File: config.mk
export PLATFORM = sky130hd
export DESIGN_NAME = mem_access_ctrl
export DESIGN_NICKNAME = d
export VERILOG_FILES = /design/src/rtl/lc3_mem_pkg.sv /design/src/rtl/bit_16_reg.sv /design/src/rtl/mem_access_ctrl.sv
export SDC_FILE = /design/constraint.sdc
export NUM_CORES = 1
export LEC_CHECK = 0
export ABC_CLOCK_PERIOD_IN_PS = 3400
export CORE_AREA = 2 2 63 95
export DETAILED_ROUTE_END_ITERATION = 8
export DIE_AREA = 0 0 65 97
export PLACE_DENSITY = 0.74
export SETUP_SLACK_MARGIN = 0.3
export SYNTH_ARGS = -nofsm -noshare
export SYNTH_HDL_FRONTEND = slang
export SYNTH_SLANG_ARGS = --single-unit
export TNS_END_PERCENT = 50
File: constraint.sdc
create_clock -name clk -period 3.4 [get_ports clk]
set_clock_uncertainty 0.05 [all_clocks]
set_input_delay 0.51 -clock clk [delete_from_list [all_inputs] [get_ports clk]]
set_output_delay 0.51 -clock clk [all_outputs]
set_load 0.03 [all_outputs]
File: src/rtl/lc3_mem_pkg.sv
// Shared definitions for the LC-3 MAR/MDR/RAM access sequencer.
package lc3_mem_pkg;

  localparam int DATA_W      = 16;
  localparam int RD_WAIT_MAX = 7;
  localparam int CNT_W       = 3;

  typedef enum logic [2:0] {
    IDLE   = 3'd0,
    LD_MAR = 3'd1,
    LD_WD  = 3'd2,
    WRITE  = 3'd3,
    WAIT   = 3'd4,
    LD_RD  = 3'd5,
    RESP   = 3'd6
  } state_e;

endpackage

File: src/rtl/bit_16_reg.sv
// Load-enabled data register with asynchronous clear; holds one request field.
module bit_16_reg #(
  parameter int W = 16
) (
  input  logic         clk,
  input  logic         reset,
  input  logic         en,
  input  logic [W-1:0] d,
  output logic [W-1:0] q
);

  logic [W-1:0] q_q, q_d;

  always_comb begin
    q_d = en ? d : q_q;
  end

  always_ff @(posedge clk or posedge reset) begin
    if (reset) q_q <= '0;
    else       q_q <= q_d;
  end

  assign q = q_q;

endmodule

File: src/rtl/mem_access_ctrl.sv
// Sequences one LC-3 memory read or write through MAR/MDR/RAM per request and
// returns a single-cycle response; the only source of memWE in the system.
module mem_access_ctrl #(
  parameter int DATA_W  = lc3_mem_pkg::DATA_W,
  parameter int RD_WAIT = 1
) (
  input  logic              clk,
  input  logic              reset,
  input  logic              req_valid,
  input  logic              req_we,
  input  logic [DATA_W-1:0] req_addr,
  input  logic [DATA_W-1:0] req_data,
  output logic              req_ready,
  output logic              rsp_valid,
  output logic [DATA_W-1:0] rsp_data,
  input  logic [DATA_W-1:0] mdr_q,
  output logic [DATA_W-1:0] bus_drv,
  output logic              bus_en,
  output logic              ldMAR,
  output logic              ldMDR,
  output logic              selMDR,
  output logic              memWE
);
  import lc3_mem_pkg::*;

  if (RD_WAIT < 0 || RD_WAIT > RD_WAIT_MAX) begin : g_bad_rd_wait
    $error("mem_access_ctrl: RD_WAIT must be in 0..7");
  end

  // WAIT lasts RD_WAIT cycles, so the counter starts one below and exits at zero
  localparam logic [CNT_W-1:0] WAIT_LOAD = (RD_WAIT > 0) ? CNT_W'(RD_WAIT - 1) : '0;

  state_e            state_q, state_d;
  logic [CNT_W-1:0]  cnt_q, cnt_d;
  logic              we_q, we_d;
  logic [DATA_W-1:0] addr_q, data_q;
  logic              accept;

  assign req_ready = (state_q == IDLE);
  assign accept    = req_valid & req_ready;

  bit_16_reg #(.W(DATA_W)) u_addr_reg (
    .clk   (clk),
    .reset (reset),
    .en    (accept),
    .d     (req_addr),
    .q     (addr_q)
  );

  bit_16_reg #(.W(DATA_W)) u_data_reg (
    .clk   (clk),
    .reset (reset),
    .en    (accept),
    .d     (req_data),
    .q     (data_q)
  );

  always_comb begin
    state_d = state_q;
    cnt_d   = cnt_q;
    we_d    = we_q;
    case (state_q)
      IDLE: begin
        if (accept) begin
          we_d    = req_we;
          state_d = LD_MAR;
        end
      end
      LD_MAR: begin
        cnt_d = WAIT_LOAD;
        if (we_q)             state_d = LD_WD;
        else if (RD_WAIT > 0) state_d = WAIT;
        else                  state_d = LD_RD;
      end
      LD_WD:  state_d = WRITE;
      WRITE:  state_d = RESP;
      WAIT: begin
        if (cnt_q == '0) state_d = LD_RD;
        else             cnt_d   = cnt_q - 1'b1;
      end
      LD_RD:  state_d = RESP;
      RESP:   state_d = IDLE;
      default: state_d = IDLE;
    endcase
  end

  always_ff @(posedge clk or posedge reset) begin
    if (reset) begin
      state_q <= IDLE;
      cnt_q   <= '0;
      we_q    <= 1'b0;
    end else begin
      state_q <= state_d;
      cnt_q   <= cnt_d;
      we_q    <= we_d;
    end
  end

  // Pure state decode: reset clears every strobe in the same instant
  always_comb begin
    bus_drv   = '0;
    bus_en    = 1'b0;
    ldMAR     = 1'b0;
    ldMDR     = 1'b0;
    selMDR    = 1'b0;
    memWE     = 1'b0;
    rsp_valid = 1'b0;
    rsp_data  = '0;
    case (state_q)
      LD_MAR: begin
        bus_en  = 1'b1;
        bus_drv = addr_q;
        ldMAR   = 1'b1;
      end
      LD_WD: begin
        bus_en  = 1'b1;
        bus_drv = data_q;
        ldMDR   = 1'b1;
      end
      WRITE: memWE = 1'b1;
      LD_RD: begin
        selMDR = 1'b1;
        ldMDR  = 1'b1;
      end
      RESP: begin
        rsp_valid = 1'b1;
        rsp_data  = we_q ? '0 : mdr_q;
      end
      default: ;
    endcase
  end

endmodule

==> summary.md, run 1 <==
| Metric | Value |
|---|---|
| Status | `completed` |
| Post-Syn Nets | `225` |
| Reg clk slew, reported paths | `0.08 ns` |
| DP HPWL | `3734 um` |
| Combinational Power Share | `52.8%` |
| Number of port buffers | `90` |
| Die area | `6305 um2` |
| Starting DRC count in detailed routing | `19` |
| Worst path bufs/invs | `2` |
| Clock latency on the worst-skew pair | `0.28 ns` |
| Post-CTS Resized | `0` |
| Max IR drop VDD | `0.0004070 V` |
| Seq cells post-synth | `39` |
| Endpoints failing hold | `0` |
| Net Sw Frac | `38.23%` |
| Clock Tree Buf Depth | `2` |
| Kind of cell adding the most delay to the critical path | `buffers and inverters` |
| Cells along the critical path | `nor2b_1 > buf_4 > a22oi_1 > nor2_1 > clkdlybuf4s50_1` |
| Final weighted congestion in routability-driven placement | `0.7090` |
| Wire per inst | `15.15 um` |
| Hold_buf cts | `0` |
| Crit-path max FO | `16` |
| Crit path DAT | `2.29 ns` |
| CTS Buf Count | `5` |
| Critical Path Source Type | `register` |
| Crit path required time | `2.84 ns` |
| Synth Instances | `171` |
| PD cells | `837.2 nW/um2` |
| Hold Crit Class | `register to register` |
| Worst-Margin Slew | `0.9493 ns` |
| CTS tree | `built` |
| Drt total wl | `5016 um` |
| Fraction of layout cells with a size suffix above 1 | `26.82%` |
| CP endpoint kind | `output pin` |
| Pre-antenna DRT Iters | `4` |
| Cell Area, Synth | `2136 um2` |
| Distinct cells, synth | `31` |
| CP peak stage delay | `0.69 ns` |
| Synth Warn # | `0` |
| Die Height | `97 um` |
| Row Count | `33` |
| Sequential share of the synthesized area | `45.69%` |
| Final TNS setup | `0 ns` |
| Commonest non-fill, non-tap cell in the layout | `clkdlybuf4s50_1` |
| Internal power | `1.606 mW` |
| Final setup vio count | `0` |
| IO Pins | `91` |
| Vias in the first global route | `1716` |
| Total number of vias | `1618` |
| Core Box Area | `5409 um2` |
| Vias per cell | `4.888` |
| Reg power frac | `34.0%` |
| Area Growth Syn to Fin | `45.40%` |
| Layout net count | `314` |
| Commonest non-fill, non-tap cells in the layout | `72 x clkdlybuf4s50_1, 38 x dfrtp_1, 30 x mux2_4, 23 x buf_4, 18 x and2_1` |
| Avg Cell Area, Syn | `12.49 um2` |
| Root buf cell | `clkbuf_8` |
| Leakage | `1.346 nW` |
| Remaining antenna violation count | `0` |
| GRT Total Usage | `16.85%` |
| CP max stage cell | `clkdlybuf4s50_1` |
| Max-slew violation count | `0` |
| First-pass GRT wire length | `8183 um` |
| Max Cap Viol | `0` |
| Switch Pwr | `993.9 uW` |
| Normalized max-slew margin | `36.64%` |
| Clock share of power | `13.2%` |
| Tot Pwr | `2.600 mW` |
| Max Freq | `0.3507 GHz` |
| Clock sink total | `39` |
| Critical setup path kind | `register to output pin` |
| Tmin final | `2.851 ns` |
| Total grt overflow | `0` |
| Diode count | `0` |
| Largest net degree at the start of global routing | `34` |
| DIE WIDTH | `65 um` |
| Initial Utilization | `39.49%` |
| Final Cycle Share | `83.86%` |
| RSZ-0062 raised after global routing | `no` |
| Antenna violations before repair | `0` |
| H-tree lvl count | `2` |
| DRC | `0` |
| Number of setup buffers added after CTS | `0` |
| R2r setup slk | `1.20 ns` |
## Yosys cell counts, drive strengths merged
master | instances | share of area [%]
o21bai | 2 | 0.70
o21ba | 1 | 0.47
o21ai | 2 | 0.47
a22o | 3 | 1.2
inv | 5 | 0.88
and2 | 19 | 5.7
a21oi | 3 | 0.70
or4 | 1 | 0.35
clkbuf | 1 | 0.23
o22ai | 2 | 0.59
a21o | 1 | 0.35
nor3 | 2 | 1.0
nor2 | 17 | 3.0
and3b | 1 | 0.47
dfrtp | 39 | 46
nor2b | 2 | 0.59
nand3b | 1 | 0.35
mux2 | 33 | 23
mux2i | 1 | 0.47
buf | 13 | 6.2
or3 | 1 | 0.29
ha | 2 | 1.2
nand2b | 3 | 0.88
a22oi | 16 | 5.6
## per-stage QoR
step	hold slack (ns)	cells	setup slack, ns	cell area (um2)	utilization, %
6_report	0.4567	331	0.5486	3105	57.41
5_1_grt	0.4772	331	0.3978	3105	57.41
3_5_place_dp	0.4418	323	0.7638	3000	55.47
2_1_floorplan	0.4229	171	1.395	2136	-
4_1_cts	0.4637	331	0.4203	3104	57.39
3_3_place_gp	0.4376	323	0.8041	3000	55.47
## final timing paths
check	start	end	cells after the start
min	cnt_q[1]	cnt_q[1]	1
max in group asynchronous	reset	u_data_reg.q[2]	3
max	state_q[1]	bus_drv[3]	5
min in group asynchronous	reset	u_data_reg.q[1]	2
min reg2reg	cnt_q[1]	cnt_q[1]	1
max reg2reg	state_q[2]	u_addr_reg.q[9]	4
## per-layer routing
metal	up-vias	wire length, um	track usage, %	share of wire [%]
met5	-	0	0	0
li1	768	-	-	-
met3	6	447	5.349	8.9
met1	769	1885	18.08	38
met4	0	76	6.710	1.5
met2	75	2607	29.82	52
## state kept, by name, indices dropped and copies added (netlist names)
name	cells
u_addr_reg.q	16
u_data_reg.q	16
cnt_q	3
state_q	3
we_q	1
## power by group through the flow
| stage | logic, mW | registers [mW] | clock network, mW |
|---|---|---|---|
| after floorplan | 1.08 | 0.788 | 0 |
| after global placement | 1.36 | 0.881 | 0 |
| after detailed placement | 1.38 | 0.888 | 0 |
| after CTS | 1.39 | 0.884 | 0.355 |
| after global routing | 1.46 | 0.918 | 0.377 |
| final | 1.37 | 0.883 | 0.344 |
## kinds of logic after synthesis
family | synth area share (%)
AOI/OAI and AO/OA | 10.13
adders and majority gates | 1.171
buffers and inverters | 7.264
DFF | 45.69
muxes | 23.14
and+or+nand+nor | 12.60
## layout make-up
class                           instances  area [um2]
Clock inverter                          1       7.507
Multi-Input combinational cell        113        1005
Fill cell                             483        2303
Tap cell                               70       87.58
Clock buffer                            7       96.34
Sequential cell                        39       977.2
Timing Repair Buffer                   96       913.4
Inverter                                5       18.77
Power figures use the tool's default switching activity.
==> run 2, diff against run 1 <==
--- a/config.mk
+++ b/config.mk
@@ -5,10 +5,10 @@
 export SDC_FILE = /design/constraint.sdc
 export NUM_CORES = 1
 export LEC_CHECK = 0
-export ABC_CLOCK_PERIOD_IN_PS = 3400
-export CORE_AREA = 2 2 63 95
+export ABC_CLOCK_PERIOD_IN_PS = 2310
+export CORE_AREA = 2 2 65 97
 export DETAILED_ROUTE_END_ITERATION = 8
-export DIE_AREA = 0 0 65 97
+export DIE_AREA = 0 0 67 99
 export PLACE_DENSITY = 0.74
 export SETUP_SLACK_MARGIN = 0.3
 export SYNTH_ARGS = -nofsm -noshare
==> constraint.sdc (replaced) <==
create_clock -name clk -period 2.31 [get_ports clk]
set_clock_uncertainty 0.05 [all_clocks]
set_input_delay 0.3465 -clock clk [delete_from_list [all_inputs] [get_ports clk]]
set_output_delay 0.3465 -clock clk [all_outputs]
set_load 0.03 [all_outputs]
==> summary.md, run 2 (same netlist as run 1, synthesis figures left out) <==
| Metric | Value |
|---|---|
| H-tree lvl count | `2 (unchanged)` |
| Worst path bufs/invs | `2 (unchanged)` |
| Cells along the critical path | `nor2b_1 > buf_4 > and2_1 > o21bai_1 > buf_4` |
| Critical Path Start | `state_q[0]` |
| Max IR drop VDD | `0.0006598 V (+62%)` |
| DIE WIDTH | `67 um (+3.1%)` |
| Crit-path max FO | `9 (-7)` |
| Max Freq | `0.5085 GHz` |
| Crit path DAT | `1.57 ns (-0.72 ns)` |
| Tmin final | `1.967 ns` |
| IO Pins | `91 (unchanged)` |
| Largest net degree at the start of global routing | `40 (+18%)` |
| Leakage | `1.468 nW (+9.1%)` |
| CP endpoint kind | `output pin` |
| DP HPWL | `3695 um (-1.0%)` |
| Critical setup path kind | `register to output pin` |
| R2r startpoint | `state_q[0]` |
| Hold Crit Class | `input port to asynchronous set/reset pin` |
| Vias per cell | `4.840 (-0.98%)` |
| Net Sw Frac | `37.35% (-0.88 points)` |
| Kind of cell adding the most delay to the critical path | `flip-flops` |
| CTS tree | `built` |
| Crit path required time | `1.91 ns (-0.93 ns)` |
| Post-Place Cells | `328 (+1.5%)` |
| Drt total wl | `5071 um (+1.1%)` |
| Critical Path Source Type | `register` |
| CTS Buf Count | `5 (unchanged)` |
| DRC | `0 (unchanged)` |
| Combinational Power Share | `54.4% (+1.6 points)` |
| Area Growth Syn to Fin | `47.92%` |
| Vias in the first global route | `1677 (-2.3%)` |
| GRT Total Usage | `15.72% (-1.1 points)` |
| Clock Tree Buf Depth | `2 (unchanged)` |
| Max-slew violation count | `0 (unchanged)` |
| First-pass GRT wire length | `7928 um (-3.1%)` |
| Clock share of power | `14.7% (+1.5 points)` |
| Total grt overflow | `0 (unchanged)` |
| Die area | `6633 um2 (+5.2%)` |
| Pre-antenna DRT Iters | `4 (unchanged)` |
| Clock sink total | `39 (unchanged)` |
| Final weighted congestion in routability-driven placement | `0.7049 (-0.58%)` |
| Final std cells w/o fill | `344 (+3.9%)` |
| Root buf cell | `clkbuf_8` |
| PD cells | `1257 nW/um2 (+50%)` |
| Commonest non-fill, non-tap cells in the layout | `52 x buf_4, 51 x clkdlybuf4s50_1, 36 x dfrtp_1, 30 x mux2_4, 18 x and2_1` |
| Fraction of layout cells with a size suffix above 1 | `37.50% (+11 points)` |
| Final setup vio count | `0 (unchanged)` |
| Final Cycle Share | `85.13%` |
| CP peak stage delay | `0.46 ns (-0.23 ns)` |
| Most frequent CP cell | `buf_4` |
| Switch Pwr | `1.484 mW (+49%)` |
| Layout net count | `325 (+3.5%)` |
| Reg power frac | `30.9% (-3.1 points)` |
| Starting DRC count in detailed routing | `39 (+20)` |
| Reg clk slew, reported paths | `0.07 ns (about the same)` |
| Wire per inst | `14.74 um (-2.7%)` |
| Worst-Margin Slew | `0.4901 ns (-0.4593 ns)` |
| Diode count | `0 (unchanged)` |
| Max Cap Viol | `0 (unchanged)` |
| Remaining antenna violation count | `0 (unchanged)` |
| Row Count | `34 (+3.0%)` |
| Fillers | `505 (+4.6%)` |
| Status | `completed` |
| Clock latency on the worst-skew pair | `0.28 ns (about the same)` |
| Endpoints failing hold | `0 (unchanged)` |
| Core Box Area | `5786 um2 (+7.0%)` |
| Total number of vias | `1665 (+2.9%)` |
| Number of port buffers | `90 (unchanged)` |
| Die Height | `99 um (+2.1%)` |
| Initial Utilization | `36.92% (-2.6 points)` |
| Internal power | `2.489 mW (+55%)` |
| Antenna violations before repair | `0 (unchanged)` |
| Normalized max-slew margin | `67.33% (+31 points)` |
| Final TNS setup | `0 ns (unchanged)` |
| RSZ-0062 raised after global routing | `yes` |
| CP max stage cell | `dfrtp_2` |
| Commonest non-fill, non-tap cell in the layout | `buf_4` |
## run 2: metal layers
layer	vias to the layer above	routed length [um]	track usage (%)
li1	793	-	-
met1	791	1995	17.96
met2	76	2598	28.18
met3	5	408	3.425
met5	-	0	0
met4	0	69	5.181
## run 2: layout make-up
class / instances / area (um2) / share of cell area [%]
Tap cell: 72 / 90.09 / 2.851
Multi-Input combinational cell: 114 / 1022 / 32.36
Inverter: 5 / 18.77 / 0.5941
Timing Repair Buffer: 106 / 930.9 / 29.47
Clock inverter: 2 / 35.03 / 1.109
Clock buffer: 6 / 82.58 / 2.614
Sequential cell: 39 / 979.7 / 31.01
## run 2: path summary, 6_finish.rpt
path	to	slack, ns	cells past startpoint
hold reg to reg	cnt_q[2]	0.46	1
min in group clk	cnt_q[2]	0.46	1
setup / recovery	ldMDR	0.34	5
hold / removal	u_data_reg.q[8]	0.43	3
setup reg to reg	u_addr_reg.q[8]	0.51	5
max in group asynchronous	state_q[1]	1.41	3
## run 2: per-stage QoR
step / total power, mW / setup slack [ns] / util, % / hold WS [ns] / instance area, um2
2_1_floorplan: 2.744 / 0.4688 / - / 0.4229 / 2136
3_3_place_gp: 3.261 / 0.3685 / 51.30 / 0.4405 / 2968
3_5_place_dp: 3.298 / 0.3212 / 51.30 / 0.4428 / 2968
4_1_cts: 3.937 / 0.2122 / 53.83 / 0.4497 / 3114
5_1_grt: 4.225 / 0.2399 / 54.61 / 0.4696 / 3159
6_report: 3.972 / 0.3434 / 54.61 / 0.4323 / 3159
## run 2: timing repair
action | 4_1_cts | 5_1_grt
endpoints found under the setup margin | 38 | 35
pin swaps | 1 | 0
gates resized for setup | 7 | 2
cloned | 1 | 0
setup buffers | 2 | 5
hold buffers | 0 | 0
## run 2: worst min-delay path, stage by stage
cell and delay, ns:
clkdlybuf4s50_1 0.40, inv_1 0.05, buf_4 0.41
## run 2: power groups by stage
| stage | clock network [mW] | registers (mW) | logic, mW |
|---|---|---|---|
| finish | 0.584 | 1.23 | 2.16 |
| CTS | 0.598 | 1.25 | 2.09 |
| floorplan | 0 | 1.16 | 1.59 |
| global placement | 0 | 1.24 | 2.02 |
| detailed placement | 0 | 1.26 | 2.04 |
| global route | 0.626 | 1.27 | 2.33 |
==> run 3, diff against run 2 <==
--- a/config.mk
+++ b/config.mk
@@ -9,6 +9,7 @@
 export CORE_AREA = 2 2 65 97
 export DETAILED_ROUTE_END_ITERATION = 8
 export DIE_AREA = 0 0 67 99
+export MAX_ROUTING_LAYER = met4
 export PLACE_DENSITY = 0.74
 export SETUP_SLACK_MARGIN = 0.3
 export SYNTH_ARGS = -nofsm -noshare
==> summary.md, run 3 (same netlist as run 1, synthesis figures left out) <==
| Metric | Value |
|---|---|
| Status | `completed` |
| Total number of vias | `1648 (-1.0%)` |
| DRC | `0 (unchanged)` |
| PD cells | `1258 nW/um2 (about the same)` |
| RSZ-0062 raised after global routing | `yes` |
| Critical Path Source Type | `register` |
| Final setup vio count | `0 (unchanged)` |
| Diode count | `0 (unchanged)` |
| GRT Total Usage | `16.27% (+0.55 points)` |
| Root buf cell | `clkbuf_8` |
| Vias per cell | `4.791 (-1.0%)` |
| Row Count | `34 (unchanged)` |
| CTS tree | `built` |
| DP HPWL | `3695 um (unchanged)` |
| Max IR drop VDD | `0.0006599 V (about the same)` |
| Area Growth Syn to Fin | `48.04% (about the same)` |
| Final weighted congestion in routability-driven placement | `0.7128 (+1.1%)` |
| Remaining antenna violation count | `0 (unchanged)` |
| Max Freq | `0.5031 GHz (-1.1%)` |
| Die area | `6633 um2 (unchanged)` |
| Clock Tree Buf Depth | `2 (unchanged)` |
| Number of port buffers | `90 (unchanged)` |
| IO Pins | `91 (unchanged)` |
| Tmin final | `1.988 ns (+0.02113 ns)` |
| RR Endpoint | `u_data_reg.q[14]` |
| Hold Crit Class | `input port to asynchronous set/reset pin` |
| Pre-antenna DRT Iters | `4 (unchanged)` |
| Leakage | `1.469 nW (about the same)` |
| Initial Utilization | `36.92% (unchanged)` |
| DIE WIDTH | `67 um (unchanged)` |
| CTS Buf Count | `5 (unchanged)` |
| Worst-Margin Slew | `0.4939 ns (+0.003889 ns)` |
| Wire per inst | `14.73 um (about the same)` |
| Crit path required time | `1.91 ns (about the same)` |
| Vias in the first global route | `1668 (-0.54%)` |
| Tot Pwr | `3.976 mW (+0.11%)` |
| Commonest non-fill, non-tap cells in the layout | `52 x buf_4, 51 x clkdlybuf4s50_1, 36 x dfrtp_1, 30 x mux2_4, 18 x and2_1` |
| R2r setup slk | `0.50 ns (about the same)` |
| Max Cap Viol | `0 (unchanged)` |
| Largest net degree at the start of global routing | `40 (unchanged)` |
| Normalized max-slew margin | `67.07% (-0.26 points)` |
| Final std cells w/o fill | `344 (unchanged)` |
| First-pass GRT wire length | `7955 um (+0.34%)` |
| Antenna violations before repair | `0 (unchanged)` |
| R2r worst-path depth | `5 (unchanged)` |
| Core Box Area | `5786 um2 (unchanged)` |
| Fraction of layout cells with a size suffix above 1 | `37.87% (+0.37 points)` |
| Crit path DAT | `1.59 ns (+0.02 ns)` |
| CP endpoint kind | `output pin` |
| Clock latency on the worst-skew pair | `0.28 ns (about the same)` |
| Critical setup path kind | `register to output pin` |
| Fin util | `54.65% (about the same)` |
| Crit-path max FO | `9 (unchanged)` |
| Total grt overflow | `0 (unchanged)` |
| Post-Place Cells | `328 (unchanged)` |
| Max-slew violation count | `0 (unchanged)` |
| Final Hold Slack | `0.4328 ns (+0.0004290 ns)` |
| Reg clk slew, reported paths | `0.07 ns (about the same)` |
| Final Cycle Share | `86.05% (+0.91 points)` |
| Clock sink total | `39 (unchanged)` |
| Drt total wl | `5068 um (about the same)` |
| Commonest non-fill, non-tap cell in the layout | `buf_4` |
| Starting DRC count in detailed routing | `19 (-51%)` |
| Critical Path Start | `state_q[0]` |
| Layout net count | `325 (unchanged)` |
| Hold_buf cts | `0 (unchanged)` |
| Endpoints failing hold | `0 (unchanged)` |
| H-tree lvl count | `2 (unchanged)` |
| Final TNS setup | `0 ns (unchanged)` |
| R2r startpoint | `state_q[0]` |
| Die Height | `99 um (unchanged)` |
==> run 3: cell types whose count changed in the layout (fill, tap and decap cells not counted) <==
cell,before,now
nor2b_1,1,0
nor2b_2,0,1
==> run 3: worst max-delay path by stage <==
stage	to	slack, ns	depth (start not counted)
after floorplan	ldMAR	0.47	3
after global placement	ldMAR	0.37	3
after detailed placement	ldMAR	0.32	3
after CTS	req_ready	0.21	2
after global routing	ldMDR	0.25	5
final	ldMDR	0.32	5
==> run 3: layout make-up <==
| type | instances | area (um2) |
|---|---|---|
| fill | 507 | 2624 |
| multi-input combinational | 114 | 1025 |
| sequential | 39 | 979.7 |
| timing repair buffer | 106 | 930.9 |
| tap | 72 | 90.09 |
| clock buffer | 6 | 82.58 |
| clock inverter | 2 | 35.03 |
| inverter | 5 | 18.77 |
==> run 3: where the power goes <==
group,internal [mW],leakage (nW),switching [mW]
Clock,0.350,0.0612,0.235
Sequential,1.01,0.467,0.214
Combinational,1.13,0.941,1.04
==> run 3: timing repair <==
action,in CTS,in global routing
gates resized for setup,7,3
setup endpoints to repair,38,35
buffers inserted,2,5
cloned,1,0
pin swaps,1,0
endpoints found under the hold margin,0,0
==> run 3: through the flow <==
| step | setup slack (ns) | area (um2) |
|---|---|---|
| finish | 0.3223 | 3162 |
| CTS | 0.2122 | 3114 |
| global placement | 0.3685 | 2968 |
| global route | 0.2548 | 3162 |
| detailed placement | 0.3212 | 2968 |
| floorplan | 0.4688 | 2136 |
==> run 3: layer usage <==
metal	up-vias	track usage, %	wire length, um
met4	0	5.651	69
met3	5	3.539	425
met2	76	28.41	2573
met1	774	17.74	2000
li1	793	-	-
met5	-	-	0
==> run 3: worst max-delay path, stage by stage (launching register included) <==
cell	delay [ns]
dfrtp_2	0.47
nor2b_2	0.18
buf_4	0.17
and2_1	0.17
o21bai_1	0.15
buf_4	0.17
